--- src/rtl/pix_pkg.sv ---
// Shared pixel-record types and image geometry for the frame-buffer write path.
package pix_pkg;

    localparam int unsigned PIX_W      = 24;
    localparam int unsigned PIX_ADDR_W = 16;
    localparam int unsigned IMG_H      = 256;
    localparam int unsigned IMG_V      = 128;
    localparam int unsigned PIX_NUM    = IMG_H * IMG_V;

    typedef struct packed {
        logic [PIX_ADDR_W-1:0] addr;
        logic [PIX_W-1:0]      data;
    } pix_rec_t;

    typedef enum logic {
        ST_IDLE  = 1'b0,
        ST_WRITE = 1'b1
    } pix_state_e;

endpackage

--- src/rtl/pix_rec_fifo.sv ---
// Synchronous pixel-record FIFO; wrap-bit pointers separate full from empty.
module pix_rec_fifo
    import pix_pkg::*;
#(
    parameter int unsigned DEPTH = 4
) (
    input  logic     clk,
    input  logic     rst,
    input  logic     wr_en,
    input  pix_rec_t wr_data,
    input  logic     rd_en,
    output pix_rec_t head_c,
    output logic     empty_c,
    output logic     full_c,
    output logic     full_nxt_c
);

    localparam int unsigned IDX_W = $clog2(DEPTH);
    localparam int unsigned PTR_W = IDX_W + 1;

    pix_rec_t           mem [DEPTH];
    logic [PTR_W-1:0]   wr_ptr_q;
    logic [PTR_W-1:0]   rd_ptr_q;
    logic [PTR_W-1:0]   wr_ptr_d;
    logic [PTR_W-1:0]   rd_ptr_d;

    assign wr_ptr_d   = wr_ptr_q + PTR_W'(wr_en);
    assign rd_ptr_d   = rd_ptr_q + PTR_W'(rd_en);
    assign head_c     = mem[rd_ptr_q[IDX_W-1:0]];
    assign empty_c    = (wr_ptr_q == rd_ptr_q);
    assign full_c     = ((wr_ptr_q - rd_ptr_q) == PTR_W'(DEPTH));
    // Occupancy after this cycle's push/pop, used to register the input ready
    assign full_nxt_c = ((wr_ptr_d - rd_ptr_d) == PTR_W'(DEPTH));

    always_ff @(posedge clk) begin
        if (rst) begin
            wr_ptr_q <= '0;
            rd_ptr_q <= '0;
        end else begin
            wr_ptr_q <= wr_ptr_d;
            rd_ptr_q <= rd_ptr_d;
        end
    end

    always_ff @(posedge clk) begin
        if (wr_en) begin
            mem[wr_ptr_q[IDX_W-1:0]] <= wr_data;
        end
    end

endmodule

--- src/rtl/pix_wr_ctrl.sv ---
// Buffers parsed pixel records and writes them to the frame-buffer RAM, counting frames.
// Optional PIX_WR_BOUND_CHK_EN: records addressed beyond the frame are consumed and counted in drop_cnt.
module pix_wr_ctrl
    import pix_pkg::pix_rec_t, pix_pkg::pix_state_e, pix_pkg::ST_IDLE, pix_pkg::ST_WRITE,
           pix_pkg::PIX_ADDR_W, pix_pkg::PIX_W;
#(
    parameter int unsigned ADDR_W     = 16,
    parameter int unsigned DATA_W     = 24,
    parameter int unsigned FIFO_DEPTH = 4,
    parameter int unsigned PIX_NUM    = pix_pkg::PIX_NUM
) (
    input  logic              clk,
    input  logic              rst,
    input  logic              rec_valid,
    output logic              rec_ready,
    input  logic [ADDR_W-1:0] rec_addr,
    input  logic [DATA_W-1:0] rec_data,
    output logic              ram_we,
    output logic [ADDR_W-1:0] ram_addr,
    output logic [DATA_W-1:0] ram_din,
    input  logic              ram_ready,
    output logic              frame_done,
    input  logic              frame_clr,
`ifdef PIX_WR_BOUND_CHK_EN
    output logic [7:0]        drop_cnt,
`endif
    output logic [ADDR_W-1:0] wr_cnt
);

    pix_state_e state_q;
    pix_state_e state_d;
    pix_rec_t   rec_in_c;
    pix_rec_t   fifo_head_c;
    pix_rec_t   load_rec_c;
    logic       fifo_empty_c;
    logic       fifo_full_c;
    logic       fifo_full_nxt_c;
    logic       keep_c;
    logic       push_c;
    logic       load_c;
    logic       fifo_rd_c;
    logic       fifo_wr_c;
    logic       wr_done_c;
    logic       wr_last_c;

    assign rec_in_c.addr = PIX_ADDR_W'(rec_addr);
    assign rec_in_c.data = PIX_W'(rec_data);

`ifdef PIX_WR_BOUND_CHK_EN
    assign keep_c = (32'(rec_addr) < PIX_NUM);
`else
    assign keep_c = 1'b1;
`endif

    assign push_c     = rec_valid & rec_ready & ~fifo_full_c & keep_c;
    assign fifo_rd_c  = load_c & ~fifo_empty_c;
    // With an empty FIFO the incoming record goes straight to the output register
    assign fifo_wr_c  = push_c & ~(load_c & fifo_empty_c);
    assign load_rec_c = fifo_empty_c ? rec_in_c : fifo_head_c;
    assign wr_done_c  = ram_we & ram_ready;
    assign wr_last_c  = (wr_cnt == ADDR_W'(PIX_NUM - 1));

    pix_rec_fifo #(
        .DEPTH (FIFO_DEPTH)
    ) u_fifo (
        .clk        (clk),
        .rst        (rst),
        .wr_en      (fifo_wr_c),
        .wr_data    (rec_in_c),
        .rd_en      (fifo_rd_c),
        .head_c     (fifo_head_c),
        .empty_c    (fifo_empty_c),
        .full_c     (fifo_full_c),
        .full_nxt_c (fifo_full_nxt_c)
    );

    // Output FSM: next state and holding-register load
    always_comb begin
        state_d = state_q;
        load_c  = 1'b0;
        case (state_q)
            ST_IDLE: begin
                if (!fifo_empty_c || push_c) begin
                    state_d = ST_WRITE;
                    load_c  = 1'b1;
                end
            end
            ST_WRITE: begin
                if (ram_ready) begin
                    if (!fifo_empty_c || push_c) begin
                        load_c = 1'b1;
                    end else begin
                        state_d = ST_IDLE;
                    end
                end
            end
        endcase
    end

    always_ff @(posedge clk) begin
        if (rst) begin
            state_q    <= ST_IDLE;
            ram_we     <= 1'b0;
            ram_addr   <= '0;
            ram_din    <= '0;
            rec_ready  <= 1'b0;
            wr_cnt     <= '0;
            frame_done <= 1'b0;
        end else begin
            state_q   <= state_d;
            ram_we    <= (state_d == ST_WRITE);
            rec_ready <= ~fifo_full_nxt_c;
            if (load_c) begin
                ram_addr <= ADDR_W'(load_rec_c.addr);
                ram_din  <= DATA_W'(load_rec_c.data);
            end
            if (wr_done_c) begin
                wr_cnt <= wr_last_c ? '0 : wr_cnt + ADDR_W'(1);
            end
            // A completion in the same cycle as frame_clr keeps the flag set
            if (wr_done_c && wr_last_c) begin
                frame_done <= 1'b1;
            end else if (frame_clr) begin
                frame_done <= 1'b0;
            end
        end
    end

`ifdef PIX_WR_BOUND_CHK_EN
    always_ff @(posedge clk) begin
        if (rst) begin
            drop_cnt <= '0;
        end else if (rec_valid && rec_ready && !keep_c && drop_cnt != 8'hFF) begin
            drop_cnt <= drop_cnt + 8'd1;
        end
    end
`endif

endmodule
--- config.mk ---
export PLATFORM = sky130hd
export DESIGN_NAME = pix_wr_ctrl
export DESIGN_NICKNAME = d
export VERILOG_FILES = /design/src/rtl/pix_pkg.sv /design/src/rtl/pix_rec_fifo.sv /design/src/rtl/pix_wr_ctrl.sv
export SDC_FILE = /design/constraint.sdc
export NUM_CORES = 1
export LEC_CHECK = 0
export CAP_MARGIN = 20
export CORE_ASPECT_RATIO = 0.75
export CORE_MARGIN = 3
export CORE_UTILIZATION = 30
export DETAILED_ROUTE_END_ITERATION = 7
export PLACE_DENSITY = 0.59
export SYNTH_ARGS = -nofsm -noshare
export SYNTH_HDL_FRONTEND = slang
export SYNTH_SLANG_ARGS = --single-unit
--- constraint.sdc ---
create_clock -name clk -period 5.5 [get_ports clk]
set_input_delay 1.1 -clock clk [delete_from_list [all_inputs] [get_ports clk]]
set_output_delay 1.1 -clock clk [all_outputs]
set_load 0.005 [all_outputs]
==> impl_metrics.yaml, run 1 <==
timing:
  report.final.setup_viol: 0
  timing.setup.tns_ns: 0
  slew_headroom_pct: 32.9
  report.final.hold_viol_count: 0
  finalCriticalPeriod_ns: 3.71
  unrepaired_setup_endpoints_after_global_routing: "no"
  holdWs_ns: 0.512
  achievable-frequency_mhz: 270
  finalMaxSlewViolations: 0
  worst_setup_skew_after_layout_ns: 0.0253
  worstMarginPinSlew_ns: 1.01
  worst_slack_ns: 1.79
  finalCritPeriodShare_pct: 67.4
global_route:
  grt_pass1_vias: 5189
  grt_start_max_net_pins: 59
  grt_antenna_before_repair: 0
  wire_length_of_the_first_global_routing_pass_mm: 30.2
  grtUsageTotal_pct: 12.2
  grt_remaining_overflow: 0
floorplan:
  num_rows: 53
  core_region_area_um2: 28400
  chipHeight_um: 154
  die_w_um: 204
  starting_density_pct: 31.0
  design.portCount: 104
  floorplan.die_area_um2: 31500
placement:
  cell_total_after_placement: 962
  port_buffers: 103
  place.detailed.hpwl_mm: 11.6
  routabilityCongestion: 0.771
  place_ws_ns: 1.25
yosys:
  synth_top_cell_by_area: "sky130_fd_sc_hd__edfxtp_1"
  synth.top_cell.area_share_pct: 54.5
  number_of_enable_type_register_cells_in_the_synthesized_netlist: 160
  ys_ff_latch: 225
  synthesis.area_per_instance_um2: 17.7
  synth_seq_area_share_pct: 69.2
  synthesis.yosys.warnings: 0
  synthFlopType: "sky130_fd_sc_hd__edfxtp_1"
  synth.cell_area_um2: 8820
  synth_fp_nets: 551
  postSynth.asyncResetShare_pct: 0
  post_synth_num_cell_types: 45
  synth.area.top_cells: "sky130_fd_sc_hd__edfxtp_1 54%, sky130_fd_sc_hd__dfxtp_1 15%, sky130_fd_sc_hd__mux4_2 10%, sky130_fd_sc_hd__o221a_2 3.7%, sky130_fd_sc_hd__o21ba_2 2.7%"
  netlist_instances: 497
detailed_routing:
  drt_pass1_iterations: 5
  met3_wirelength_mm: 1.14
  avgViaCountPerCell: 4.83
  routed_wire_length_on_met2_mm: 9.00
  via_count: 4856
  detail_route.wirelength_mm: 19.3
  route.antenna.remaining_nets: 0
  wl_met1_mm: 8.81
  highest-signal-layer: "met4"
  drt_first_iter_violations: 249
  remaining_drc_errors: 0
  routed_len_inst_um: 19.2
layout:
  multi_input_comb_area_um2: 2520
  post_route_cells_drive_above_1_share_pct: 24.2
  register_area_um2: 6110
  antenna-diode-count: 0
  filler_cell_count: 2576
  leading_cell_type_in_the_layout_fill_and_taps_excluded: "sky130_fd_sc_hd__edfxtp_1"
  final_nets: 657
  layout_area_overhead_pct: 25.5
  most-common-layout-cells: "160 x sky130_fd_sc_hd__edfxtp_1, 102 x sky130_fd_sc_hd__clkdlybuf4s50_1, 63 x sky130_fd_sc_hd__dfxtp_1"
  final_cells: 1005
cts:
  clock_sink_count: 225
  cts.repair_timing.setup_buffer_count: 0
  cts-hold-fix-buffers: 0
  cts_inserted_buffers: 24
  clkSlewWorstSetupHoldPaths_ns: 0.06
  tritoncts: "yes"
  count_of_h_tree_levels_built_during_cts: 1
  clock_tree.buffer_depth: 3
  clockRootBuffer: "sky130_fd_sc_hd__clkbuf_16"
  insertion_delay_ns: 0.52
  cts_resized: 0
power_and_ir_drop:
  internal_power_uw: 3560
  share_seq_of_total_power_pct: 44.0
  net-switching-power_uw: 1230
  power.share.combinational_pct: 21.2
  switching_share_pct: 25.6
  power-per-cell-area_nw_per_um2: 433
  p_clk_share_pct: 34.9
  power.leakage_uw: 0.00360
  max-vdd-ir-drop_mv: 0.210
job:
  drv_cap: 0
critical_path:
  arrival_ns: 4.04
  critPathRequiredTime_ns: 5.83
  critical-path-top-cell-by-count: "sky130_fd_sc_hd__ha_1"
  path_class: "flip-flop to flip-flop"
  setup.worst_path.end_class: "flip-flop"
  cp_top_family: "adder cells"
  critPathMaxFanout: 42
  path_buf_inv: 3
  crit_path_start_kind: "flip-flop"
  cpPeakStageDelay_ns: 0.93
  worst_path_max_delay_cell: "sky130_fd_sc_hd__dfxtp_4"
  timing.critical_path.cells: "ha_1 -> and2_1 -> a21o_2 -> buf_4 -> inv_1 -> ha_1 -> ha_1 -> inv_1 -> ha_1 -> nor2b_1 -> xnor2_1 -> xnor2_1 -> a31oi_1"
status:
  run_status: "complete, no violations"
min_path:
  min_path_type: "flip-flop to flip-flop"
-- flip-flops by register name, summed over array words and instances (netlist names) --
signal           flops
u_fifo.wr_ptr_q      3
ram_addr            16
rec_ready            1
u_fifo.mem         160
state_q              1
ram_din             24
wr_cnt              16
u_fifo.rd_ptr_q      3
frame_done           1
-- stage by stage --
step	util, %	area [µm²]	total power [µW]
floorplan	-	8820	2750
global placement	36.0	10200	3150
detailed placement	36.0	10200	3170
CTS	38.9	11100	4880
global route	38.9	11100	5040
finish	38.9	11100	4790
-- worst paths after layout --
check / start / to / slack, ns / cells after the start
max reg2reg: u_fifo.rd_ptr_q[0] / rec_ready / 1.79 / 13
min: wr_cnt[15] / wr_cnt[15] / 0.51 / 2
min reg2reg: wr_cnt[15] / wr_cnt[15] / 0.51 / 2
max: u_fifo.rd_ptr_q[0] / rec_ready / 1.79 / 13
-- worst register-to-register path, cell delays in order, from the launching register on --
cell	delay (ns)
sky130_fd_sc_hd__dfxtp_4	0.93
sky130_fd_sc_hd__ha_1	0.29
sky130_fd_sc_hd__and2_1	0.23
sky130_fd_sc_hd__a21o_2	0.15
sky130_fd_sc_hd__buf_4	0.42
sky130_fd_sc_hd__inv_1	0.21
sky130_fd_sc_hd__ha_1	0.23
sky130_fd_sc_hd__ha_1	0.27
sky130_fd_sc_hd__inv_1	0.07
sky130_fd_sc_hd__ha_1	0.19
sky130_fd_sc_hd__nor2b_1	0.15
sky130_fd_sc_hd__xnor2_1	0.15
sky130_fd_sc_hd__xnor2_1	0.14
sky130_fd_sc_hd__a31oi_1	0.11
-- area by class of cell --
type | count | share of cell area [%]
multi-input cells | 229 | 22.7
well taps | 385 | 4.35
flip-flops and latches | 225 | 55.2
clock inverters | 13 | 1.71
inverters | 13 | 0.441
repair buffers | 110 | 9.74
clock buffers | 30 | 5.81
-- cell usage after synthesis (all sizes together), types with 8 or more instances --
cell type and instances:
nor2 22, dfxtp 65, o21ba 35, mux4 40, nand3 8, inv 13, buf 20, o221a 39
xnor2 11, edfxtp 160, ha 9, clkbuf 10, nand2 8
-- power groups by stage --
stage / Sequential, µW / Clock, µW / Combinational, µW
6_report: 2110 / 1670 / 1010
5_1_grt: 2130 / 1800 / 1110
4_1_cts: 2110 / 1730 / 1040
3_5_place_dp: 2150 / 0 / 1030
3_3_place_gp: 2130 / 0 / 1010
2_1_floorplan: 2100 / 0 / 655
-- per-layer routing --
metal / vias to the layer above / global-route usage [%]
li1: 2217 / -
met5: - / 0
met4: 0 / 2.78
met1: 2470 / 17.0
met2: 144 / 19.7
met3: 25 / 2.38
-- logic make-up after synthesis --
group / count (synthesis) / synth area share, %
AOI/OAI and AO/OA: 93 / 10.4
and+or+nand+nor: 69 / 4.20
buffers and inverters: 43 / 2.67
DFF: 225 / 69.2
muxes: 41 / 10.3
adders and majority gates: 9 / 1.28
xor gates and xnor gates: 17 / 1.90
No activity file was read; power rests on OpenSTA's default activity.
==> run 2: changes to the inputs <==
--- a/config.mk
+++ b/config.mk
@@ -10,7 +10,7 @@
 export CORE_MARGIN = 3
 export CORE_UTILIZATION = 30
 export DETAILED_ROUTE_END_ITERATION = 7
-export PLACE_DENSITY = 0.59
+export PLACE_DENSITY = 0.61
 export SYNTH_ARGS = -nofsm -noshare
 export SYNTH_HDL_FRONTEND = slang
 export SYNTH_SLANG_ARGS = --single-unit
==> constraint.sdc (replaced) <==
create_clock -name clk -period 3.3 [get_ports clk]
set_input_delay 0.66 -clock clk [delete_from_list [all_inputs] [get_ports clk]]
set_output_delay 0.66 -clock clk [all_outputs]
set_load 0.005 [all_outputs]
==> run 2 against run 1 <==
Compared with the run above: routed wire length rose by 2.6%; global-route usage is 0.23 points higher; sequential share of layout area decreased by 0.41 points; register-to-register slack worse by 1.4 ns; count of clock-buffer cells in the layout rose by 6; critical endpoint unchanged.
==> impl_metrics.yaml, run 2 (synthesis results as in run 1) <==
status:
  run_status: "complete, no violations"
placement:
  place.detailed.hpwl_mm: 11.6
  placed_area_um2: 10300
  port_buffers: 103
  routabilityCongestion: 0.782
timing:
  report.final.setup_viol: 0
  report.final.hold_viol_count: 0
  worst_setup_skew_after_layout_ns: 0.0127
  slew_headroom_pct: 36.6
  unrepaired_setup_endpoints_after_global_routing: "no"
  finalMaxSlewViolations: 0
  finalCritPeriodShare_pct: 88.6
  achievable-frequency_mhz: 342
  finalCriticalPeriod_ns: 2.93
  worstMarginPinSlew_ns: 0.951
layout:
  multi_input_comb_area_um2: 2540
  fin_area_um2: 11200
  most-common-layout-cells: "160 x sky130_fd_sc_hd__edfxtp_1, 102 x sky130_fd_sc_hd__clkdlybuf4s50_1, 63 x sky130_fd_sc_hd__dfxtp_1"
  layout_area_overhead_pct: 26.5
  number_of_flip_flops_in_the_largest_register: 160
  post_route_cells_drive_above_1_share_pct: 24.4
  antenna-diode-count: 0
  final_nets: 662
  filler_cell_count: 2574
  leading_cell_type_in_the_layout_fill_and_taps_excluded: "sky130_fd_sc_hd__edfxtp_1"
  register_area_um2: 6110
cts:
  count_of_h_tree_levels_built_during_cts: 1
  clkSlewWorstSetupHoldPaths_ns: 0.06
  insertion_delay_ns: 0.52
  clock_sink_count: 225
  clockRootBuffer: "sky130_fd_sc_hd__clkbuf_16"
  clock_tree.buffer_depth: 3
  cts-hold-fix-buffers: 0
  cts_inserted_buffers: 24
  cts.repair_timing.setup_buffer_count: 0
  cts_resized: 0
  tritoncts: "yes"
floorplan:
  floorplan.die_area_um2: 31500
  chipHeight_um: 154
  core_region_area_um2: 28400
  die_w_um: 204
  design.portCount: 104
  starting_density_pct: 31.0
  num_rows: 53
global_route:
  grt_antenna_before_repair: 0
  grt_start_max_net_pins: 59
  grtUsageTotal_pct: 12.4
  grt_pass1_vias: 5233
  grt_remaining_overflow: 0
  wire_length_of_the_first_global_routing_pass_mm: 30.8
power_and_ir_drop:
  power.leakage_uw: 0.00362
  power-per-cell-area_nw_per_um2: 710
  max-vdd-ir-drop_mv: 0.419
  total_power_uw: 7920
critical_path:
  crit_path_start_kind: "flip-flop"
  rr_worst_depth: 13
  path_class: "flip-flop to flip-flop"
  critPathMaxFanout: 5
  critPathRequiredTime_ns: 3.69
  arrival_ns: 3.31
  setup.worst_path.end_class: "flip-flop"
detailed_routing:
  routed_len_inst_um: 19.6
  via_count: 4930
  avgViaCountPerCell: 4.88
  detail_route.wirelength_mm: 19.8
  drt_pass1_iterations: 4
  route.antenna.remaining_nets: 0
  remaining_drc_errors: 0
  drt_first_iter_violations: 432
job:
  drv_cap: 0
min_path:
  min_path_type: "flip-flop to flip-flop"
  worst_hold_path.num_cells: 1
==> run 2: changes by cell type in the layout (fill, tap and decap cells not counted), moves of 2 or more <==
cell,change
sky130_fd_sc_hd__buf_12,+5
sky130_fd_sc_hd__bufinv_16,-2
sky130_fd_sc_hd__clkbuf_1,+4
sky130_fd_sc_hd__clkbuf_8,+2
sky130_fd_sc_hd__nor3_2,-2
sky130_fd_sc_hd__nor3_4,+2
==> run 2: where the power goes <==
group	switching, µW	internal (µW)	total (µW)
clock network	1070	1600	2670
logic	860	941	1800
registers	140	3310	3450
total	2070	5850	7920
==> run 2: worst paths after layout <==
path / slack (ns) / end / startpoint
worst max-delay path: 0.37 / rec_ready / u_fifo.wr_ptr_q[0]
worst min-delay path: 0.50 / ram_din[19] / ram_din[19]
worst max register to register: 0.37 / rec_ready / u_fifo.wr_ptr_q[0]
worst min register to register: 0.50 / ram_din[19] / ram_din[19]
==> run 2: worst max-delay path: stages, from the launching register on <==
cell and delay (ns):
sky130_fd_sc_hd__dfxtp_1 0.50, sky130_fd_sc_hd__inv_1 0.14, sky130_fd_sc_hd__ha_1 0.32, sky130_fd_sc_hd__and2_1 0.23
sky130_fd_sc_hd__nand3b_2 0.12, sky130_fd_sc_hd__o2111ai_1 0.15, sky130_fd_sc_hd__inv_1 0.07, sky130_fd_sc_hd__ha_1 0.19
sky130_fd_sc_hd__ha_1 0.31, sky130_fd_sc_hd__ha_1 0.22, sky130_fd_sc_hd__nor2b_1 0.14, sky130_fd_sc_hd__xnor2_1 0.16
sky130_fd_sc_hd__xnor2_1 0.15, sky130_fd_sc_hd__a31oi_1 0.10
==> run 2: routing by layer <==
metal / global-route usage, % / part of all wire (%) / up-vias
li1: - / - / 2224
met1: 16.8 / 44 / 2526
met2: 20.7 / 48 / 146
met3: 2.42 / 5.3 / 34
met4: 3.14 / 2.4 / 0
met5: 0 / 0 / -
==> run 2: cell type report <==
class	count	share of cell area (%)
inverters	13	0.438
flip-flops and latches	225	54.8
multi-input cells	229	22.7
clock inverters	8	0.998
clock buffers	36	6.15
well taps	385	4.32
repair buffers	115	10.6
==> run 2: metrics by stage <==
| stage | setup WS [ns] | std cells | setup TNS [ns] | utilization [%] | hold WS [ns] |
|---|---|---|---|---|---|
| after floorplan | -0.369 | 497 | -29.55 | - | 0.477 |
| after global placement | 0.172 | 966 | 0 | 36.3 | 0.477 |
| after detailed placement | 0.0792 | 966 | 0 | 36.3 | 0.499 |
| after CTS | 0.301 | 1010 | 0 | 39.1 | 0.513 |
| after global routing | 0.174 | 1011 | 0 | 39.2 | 0.535 |
| final | 0.375 | 1011 | 0 | 39.2 | 0.505 |
==> run 3: changes to the inputs <==
--- a/config.mk
+++ b/config.mk
@@ -10,7 +10,7 @@
 export CORE_MARGIN = 3
 export CORE_UTILIZATION = 30
 export DETAILED_ROUTE_END_ITERATION = 7
-export PLACE_DENSITY = 0.61
+export PLACE_DENSITY = 0.59
 export SYNTH_ARGS = -nofsm -noshare
 export SYNTH_HDL_FRONTEND = slang
 export SYNTH_SLANG_ARGS = --single-unit
==> constraint.sdc (replaced) <==
create_clock -name clk -period 2.9 [get_ports clk]
set_input_delay 0.58 -clock clk [delete_from_list [all_inputs] [get_ports clk]]
set_output_delay 0.58 -clock clk [all_outputs]
set_load 0.005 [all_outputs]
==> run 3 against run 2 <==
Compared with the run above: clock power hardly changed; non-clock buffer count is 7 higher; power is 10% higher; final cell count is 0.40% higher; via count is 0.89% lower; die area stayed put; first-iteration DRC count is 30% lower; critical path depth is 1 lower; critical path type unchanged; largest cell class unchanged.
==> impl_metrics.yaml, run 3 (synthesis results as in run 1) <==
critical_path:
  path_class: "flip-flop to flip-flop"
  critPathRequiredTime_ns: 3.25
  timing.critical_path.cells: "ha_2 -> and2_1 -> nand3b_4 -> o2111ai_4 -> inv_1 -> ha_1 -> ha_1 -> ha_1 -> nor2b_1 -> xnor2_1 -> xnor2_1 -> a31oi_1"
  cpPeakStageDelay_ns: 0.41
  critical-path-top-cell-by-count: "sky130_fd_sc_hd__ha_1"
  worst_path_max_delay_cell: "sky130_fd_sc_hd__dfxtp_1"
  regToRegEndpoint: "rec_ready"
  critPathMaxFanout: 6
  arrival_ns: 3.05
  setup.worst_path.end_class: "flip-flop"
  rrSetupSlack_ns: 0.20
  crit_path_start: "u_fifo.wr_ptr_q[1]"
  crit_path_start_kind: "flip-flop"
  r2r_start: "u_fifo.wr_ptr_q[1]"
  rr_worst_depth: 12
  cp-endpoint: "rec_ready"
floorplan:
  design.portCount: 104
  core_region_area_um2: 28400
  num_rows: 53
  floorplan.die_area_um2: 31500
  die_w_um: 204
  starting_density_pct: 31.0
  chipHeight_um: 154
power_and_ir_drop:
  internal_power_uw: 6400
  switching_share_pct: 26.5
  share_seq_of_total_power_pct: 44.9
  max-vdd-ir-drop_mv: 0.415
  p_clk_share_pct: 30.9
  power.leakage_uw: 0.00360
  power.share.combinational_pct: 24.2
  net-switching-power_uw: 2310
  total_power_uw: 8720
  power-per-cell-area_nw_per_um2: 785
cts:
  clkSlewWorstSetupHoldPaths_ns: 0.06
  cts_resized: 0
  clock_tree.buffer_depth: 3
  clock_sink_count: 225
  tritoncts: "yes"
  cts.repair_timing.setup_buffer_count: 0
  cts-hold-fix-buffers: 0
  cts_inserted_buffers: 23
  count_of_h_tree_levels_built_during_cts: 1
  insertion_delay_ns: 0.50
  clockRootBuffer: "sky130_fd_sc_hd__clkbuf_16"
placement:
  place_ws_ns: -0.0469
  port_buffers: 103
  routabilityCongestion: 0.810
  place.detailed.hpwl_mm: 11.7
detailed_routing:
  route.antenna.remaining_nets: 0
  drt_pass1_iterations: 5
  remaining_drc_errors: 0
  drt_first_iter_violations: 304
  via_count: 4886
  avgViaCountPerCell: 4.81
  detail_route.wirelength_mm: 19.1
  routed_len_inst_um: 18.8
global_route:
  grt_remaining_overflow: 0
  grt_antenna_before_repair: 0
  wire_length_of_the_first_global_routing_pass_mm: 30.3
  grt_start_max_net_pins: 42
  grt_pass1_vias: 5270
  grtUsageTotal_pct: 12.2
layout:
  antenna-diode-count: 0
  most-common-layout-cells: "160 x sky130_fd_sc_hd__edfxtp_1, 102 x sky130_fd_sc_hd__clkdlybuf4s50_1, 63 x sky130_fd_sc_hd__dfxtp_1"
  final_nets: 668
  leading_cell_type_in_the_layout_fill_and_taps_excluded: "sky130_fd_sc_hd__edfxtp_1"
  layout_area_overhead_pct: 25.9
  post-route-util_pct: 39.0
  number_of_flip_flops_in_the_largest_register: 160
  post_route_cells_drive_above_1_share_pct: 25.7
timing:
  finalCriticalPeriod_ns: 2.70
  worst_slack_ns: 0.200
  unrepaired_setup_endpoints_after_global_routing: "no"
  holdWs_ns: 0.504
  slew_headroom_pct: 43.4
  worstMarginPinSlew_ns: 0.849
  finalCritPeriodShare_pct: 93.1
  achievable-frequency_mhz: 370
  finalMaxSlewViolations: 0
  worst_setup_skew_after_layout_ns: 0.0135
  report.final.setup_viol: 0
  report.final.hold_viol_count: 0
job:
  drv_cap: 0
status:
  run_status: "complete, no violations"
min_path:
  min_path_type: "flip-flop to flip-flop"
## run 3: worst min-delay path by stage
| stage | start | endpoint | cells past startpoint |
|---|---|---|---|
| floorplan | wr_cnt[15] | wr_cnt[15] | 2 |
| global placement | wr_cnt[15] | wr_cnt[15] | 2 |
| detailed placement | ram_din[19] | ram_din[19] | 1 |
| CTS | ram_din[19] | ram_din[19] | 1 |
| global route | wr_cnt[15] | wr_cnt[15] | 2 |
| finish | wr_cnt[15] | wr_cnt[15] | 2 |
## run 3: worst max-delay path, delay by kind of cell (launching register included)
kind,cells,cell delay (ns)
AOI/OAI and AO/OA,2,0.21
xor gates and xnor gates,2,0.30
adders and majority gates,4,1.05
buffers and inverters,1,0.07
DFF,1,0.41
and+or+nand+nor,3,0.53
## run 3: per-stage QoR
| stage | cells | TNS [ns] | instance area, µm² |
|---|---|---|---|
| floorplan | 497 | 0 | 8890 |
| global placement | 974 | 0 | 10400 |
| detailed placement | 974 | -0.0469 | 10400 |
| CTS | 1015 | 0 | 11100 |
| global route | 1015 | 0 | 11100 |
| finish | 1015 | 0 | 11100 |
## run 3: layout make-up
| class | instances | area, µm² |
|---|---|---|
| Fill cell | 2613 | 17300 |
| Multi-Input combinational cell | 229 | 2560 |
| Timing Repair Buffer | 122 | 1220 |
| Tap cell | 385 | 482 |
| Clock inverter | 11 | 58.8 |
| Inverter | 13 | 48.8 |
| Sequential cell | 225 | 6110 |
| Clock buffer | 30 | 622 |
## run 3: power groups by stage
stage	registers [µW]	logic, µW	clock network [µW]
2_1_floorplan	3980	1280	0
3_3_place_gp	3970	2130	0
3_5_place_dp	3980	2150	0
4_1_cts	3920	2170	2770
5_1_grt	3950	2320	2910
6_report	3920	2110	2690
## run 3: layer usage
layer	GRT usage [%]	vias to the layer above	routed length [µm]
met5	0	-	0
met4	3.24	0	397
met3	2.12	28	966
met2	19.5	116	8740
met1	17.3	2506	9010
li1	-	2236	-
